==> src/rtl/dff_bank_sched.sv <==
//------------------------------------------------------------------------------
// Module   : dff_bank_sched
// Purpose  : Shares one W-bit D flip-flop bank (active-low preset/clear)
//            between two requesters. Arbitrates, drives one LOAD/SET/CLEAR
//            strobe per grant and holds off new grants for RECOVER_CYC
//            cycles after every preset or clear pulse. All bank-facing
//            outputs come straight from flops.
// Options  : DFF_BANK_SCHED_RR_EN - defined: round-robin arbitration when
//            both request; undefined: req0 has fixed priority.
// Revision : 1.0 - initial release
//------------------------------------------------------------------------------
`default_nettype none

module dff_bank_sched #(
   parameter int W           = 8,
   parameter int RECOVER_CYC = 1
) (
   input  logic         CLK,
   input  logic         RST_b,
   input  logic         req0,
   input  logic         req1,
   input  logic [1:0]   op0,
   input  logic [1:0]   op1,
   input  logic [W-1:0] data0,
   input  logic [W-1:0] data1,
   output logic         ack0,
   output logic         ack1,
   output logic         busy,
   output logic         last_grant,
   output logic [W-1:0] reg_d,
   output logic         reg_ce,
   output logic         reg_pre_b,
   output logic         reg_clr_b
);

   // Counter only needs to hold RECOVER_CYC-1 down to zero.
   localparam int               CNT_W    = (RECOVER_CYC > 1) ? $clog2(RECOVER_CYC) : 1;
   localparam logic [CNT_W-1:0] CNT_INIT = CNT_W'(RECOVER_CYC - 1);
   localparam logic [CNT_W-1:0] CNT_ONE  = CNT_W'(1);

   localparam logic [1:0] OP_LOAD  = 2'b00;
   localparam logic [1:0] OP_SET   = 2'b01;
   localparam logic [1:0] OP_CLEAR = 2'b10;

   typedef enum logic [1:0] {
      ST_IDLE    = 2'd0,
      ST_EXEC    = 2'd1,
      ST_RECOVER = 2'd2
   } state_t;

   state_t           state;
   logic [1:0]       lat_op;
   logic [CNT_W-1:0] cnt;

   logic             win;
   logic [1:0]       win_op;
   logic [W-1:0]     win_data;

   // Winner selection; only consumed in IDLE, never drives an output directly.
   always_comb begin
      win = 1'b0;
`ifdef DFF_BANK_SCHED_RR_EN
      if (req0 && req1) begin
         win = ~last_grant;
      end else begin
         win = ~req0;
      end
`else
      win = ~req0;
`endif
      win_op   = win ? op1   : op0;
      win_data = win ? data1 : data0;
   end

   // Sequencer: strobes and acks are pre-computed at the grant edge so they
   // appear glitch-free from flops for exactly the EXEC cycle.
   always_ff @(posedge CLK or negedge RST_b) begin
      if (!RST_b) begin
         state      <= ST_IDLE;
         lat_op     <= OP_LOAD;
         cnt        <= '0;
         ack0       <= 1'b0;
         ack1       <= 1'b0;
         busy       <= 1'b0;
         last_grant <= 1'b1;
         reg_d      <= '0;
         reg_ce     <= 1'b0;
         reg_pre_b  <= 1'b1;
         reg_clr_b  <= 1'b1;
      end else begin
         ack0      <= 1'b0;
         ack1      <= 1'b0;
         reg_ce    <= 1'b0;
         reg_pre_b <= 1'b1;
         reg_clr_b <= 1'b1;
         case (state)
            ST_IDLE: begin
               if (req0 || req1) begin
                  state      <= ST_EXEC;
                  busy       <= 1'b1;
                  last_grant <= win;
                  lat_op     <= win_op;
                  ack0       <= ~win;
                  ack1       <= win;
                  case (win_op)
                     OP_LOAD: begin
                        reg_ce <= 1'b1;
                        reg_d  <= win_data;
                     end
                     OP_SET:   reg_pre_b <= 1'b0;
                     OP_CLEAR: reg_clr_b <= 1'b0;
                     default:  ; // reserved op: acked, no strobe
                  endcase
               end
            end
            ST_EXEC: begin
               if (lat_op == OP_SET || lat_op == OP_CLEAR) begin
                  state <= ST_RECOVER;
                  cnt   <= CNT_INIT;
               end else begin
                  state <= ST_IDLE;
                  busy  <= 1'b0;
               end
            end
            ST_RECOVER: begin
               if (cnt == '0) begin
                  state <= ST_IDLE;
                  busy  <= 1'b0;
               end else begin
                  cnt <= cnt - CNT_ONE;
               end
            end
            default: begin
               state <= ST_IDLE;
               busy  <= 1'b0;
            end
         endcase
      end
   end

endmodule

`default_nettype wire

==> config.mk <==
export PLATFORM = sky130hd
export DESIGN_NAME = dff_bank_sched
export DESIGN_NICKNAME = d
export VERILOG_FILES = /design/src/rtl/dff_bank_sched.sv
export SDC_FILE = /design/constraint.sdc
export NUM_CORES = 1
export LEC_CHECK = 0
export ABC_CLOCK_PERIOD_IN_PS = 1800
export CAP_MARGIN = 20
export CORE_MARGIN = 1.5
export CORE_UTILIZATION = 30
export DETAILED_ROUTE_END_ITERATION = 12
export PLACE_DENSITY_LB_ADDON = 0.25
export RECOVER_POWER = 100
export SLEW_MARGIN = 10
export SYNTH_ARGS = -nofsm -noshare
export SYNTH_HDL_FRONTEND = slang
export SYNTH_SLANG_ARGS = --single-unit
==> constraint.sdc <==
create_clock -name CLK -period 1.8 [get_ports CLK]
set_clock_uncertainty 0.2 [all_clocks]
set_input_delay 0.36 -clock CLK [delete_from_list [all_inputs] [get_ports CLK]]
set_output_delay 0.36 -clock CLK [all_outputs]
set_load 0.01 [all_outputs]
==> metrics.txt <==
status=completed; Skew-Pair Late Insertion Delay=290 ps; Top FF cell, synth=dfrtp_1; mux cell area share after synthesis=25.7%; GRT busiest layer=met2; clock root buffer=clkbuf_4; critical path fanouts, max=2; Seq cells post-synth=19; initial antenna violation count=0; FF-to-FF End=reg_d[2]; Clock power frac=12.7%; sequential share of the synthesized area=57.5%; Post-synth ARST share=100%; Ant. Diodes=0; NumNets Final=132; pin count of the biggest net entering global routing=20; Yosys top cell by area=dfrtp_1; Slew headroom=35.2%; met1 usage=16.0%; GR Util met2=23.5%; vias in the first global route=710; Worst-Margin Slew=972 ps; IO Pins=39; number of synthesized flops with an enable pin=0; CP endpoint kind=output pin; Pre-antenna DRT Iters=3; CTS Hold Bufs=0; Pint=0.00117 W; CP Class=reg -> out; Rows=18; Die W=55.7 µm; Synth cell types=18; hold depth=3; Yosys top cell area share=48.0%; Core ar.=2540 µm²; compound-gate portion of the synthesized area=8.41%; die area=3100 µm²; switching share of power=29.5%; vias=642; PD cells=1220 nW/µm²; maximum vdd ir drop=0.902 mV; synthesized area=833 µm²; fin crit period=1770 ps; final WL=1790 µm; Synth Area in Adders=0%; RSZ-0062 raised after global routing=false; NetSw=0.000491 W; Area Overhead vs Synth=63.2%; Min-Delay Startpoint=op1[1]; clk sinks=19; largest family of logic cells by synthesized area=multiplexers; total power=0.00167 W; Clock transition at path regs=100 ps; Crit path required time=1240 ps; top-count cell post-synth=mux2_2; critical-path cell with the highest stage delay=clkdlybuf4s50_1; gr usage total=13.7%; final hold vios=0; wire per inst=13.1 µm; P_leak=0.585 nW; DP HPWL=1360 µm; Hold WS=171 ps; worst min-delay path class=in -> reg; layout cells sized above 1=36.4%; GPL Wtd Cong=0.709; syn_area_per_cell=14.6 µm²; CTS tree=yes; CP cell instances=clkdlybuf4s50_1; period utilization=98.3%; Max Cap Violations=0; H-Tree Depth=1; post-synthesis simple-gate area fraction=6.91%; total CTS buffers=3; fmax=565 MHz; CTS max path bufs=2; DRT antenna net count=0; CP Data Arrival Time=1210 ps; port bufs=38; Initial Util=32.7%; drt initial violations=5; CP peak stage delay=540 ps; Yosys warning count=0; xor/xnor share of the synthesized area=1.05%; drt drc=0; Syn Nets=81; worst r2r src=state[0]; Post-synth top cells=19 x mux2_2, 16 x dfrtp_1, 3 x dfstp_2, 3 x nor2_1; Worst setup SP type=flop; first-pass GRT wire length=3310 µm; Hold EP=reg_clr_b; r2r setup slk=180 ps; final count of pins violating max slew=0; number of vias per cell=4.69; part of the power in combinational logic=44.6%; Die Ht=55.7 µm; largest cells by area after synthesis=dfrtp_1 48%, mux2_2 26%, dfstp_2 9.5%, a2111oi_4 3.3%, nor2_1 1.4%; GR Layer Usage met3=4.65%; CP Buf/Inv Count=1; critical path's top delay family=buffers and inverters; Reg power frac=42.7%; final setup vio count=0; total grt overflow=0; Cells after Synth=57; R2R cell count=3
-- power by group through the flow --
stage	Combinational [W]	Sequential, W	Clock, W
after detailed placement	0.000732	0.000718	0
after global routing	0.000803	0.000727	0.000241
final	0.000742	0.000711	0.000212
after floorplan	0.000261	0.000774	0
after CTS	0.000788	0.000714	0.000220
after global placement	0.000717	0.000715	0
-- flip-flops by register name, indices dropped and copies added (netlist names) --
register	flops
state	2
ack0	1
reg_d	8
reg_ce	1
last_grant	1
lat_op	2
reg_pre_b	1
ack1	1
busy	1
reg_clr_b	1
-- layer usage --
metal  routed length (µm)  vias to the layer above
met4                   27                        0
li1                     -                      305
met3                  102                        5
met1                  744                      316
met2                  919                       16
met5                    0                        -
-- what timing repair did --
item | CTS | global route
buffers inserted | 0 | 0
resized for setup | 29 | 7
cloned | 1 | 0
setup endpoints to repair | 11 | 14
pin swaps | 2 | 1
-- logic make-up (layout without fill, tap and decap cells) --
| group | Yosys count | in the layout |
|---|---|---|
| AO/OA/AOI/OAI | 7 | 7 |
| XOR/XNOR | 1 | 1 |
| buffers and inverters | 1 | 51 |
| flip-flops | 19 | 19 |
| multiplexers | 19 | 19 |
| AND/OR/NAND/NOR | 10 | 10 |
-- area by class of cell --
cell class              instances  area, µm²
multi-input cells              37        392
flip-flops and latches         19        479
well taps                      30       37.5
repair buffers                 47        425
fillers                       246       1180
clock buffers                   4       26.3
-- stage by stage --
step	area (µm²)	utilization (%)	std cells	TNS, ps	worst slack, ps
after floorplan	833	-	57	-1470	-184
after global placement	1310	51.4	132	-5970	-619
after detailed placement	1310	51.4	132	-6340	-656
after CTS	1370	53.6	137	0	7.41
after global routing	1360	53.4	137	0	2.47
final	1360	53.4	137	0	30.4
-- how the worst max path moves through the flow --
stage	endpoint	start	slack [ps]	cells past startpoint
after floorplan	reg_d[0]	req0	-180	3
after global placement	reg_d[6]	req1	-620	5
after detailed placement	reg_d[3]	req0	-660	5
after CTS	reg_d[2]	req0	7	5
after global routing	reg_d[7]	reg_d[7]	2	1
final	reg_d[7]	reg_d[7]	30	1
-- layout by cell type, fill, tap and decap left out, drive strengths merged, types with 2 or more instances in the layout --
cell type	count
clkdlybuf4s25	6
clkbuf	7
dfrtp	16
nand2	2
buf	9
mux2	19
clkdlybuf4s50	23
dlygate4sd2	5
a21oi	2
dfstp	3
nor2	3
Power figures use the tool's default switching activity.
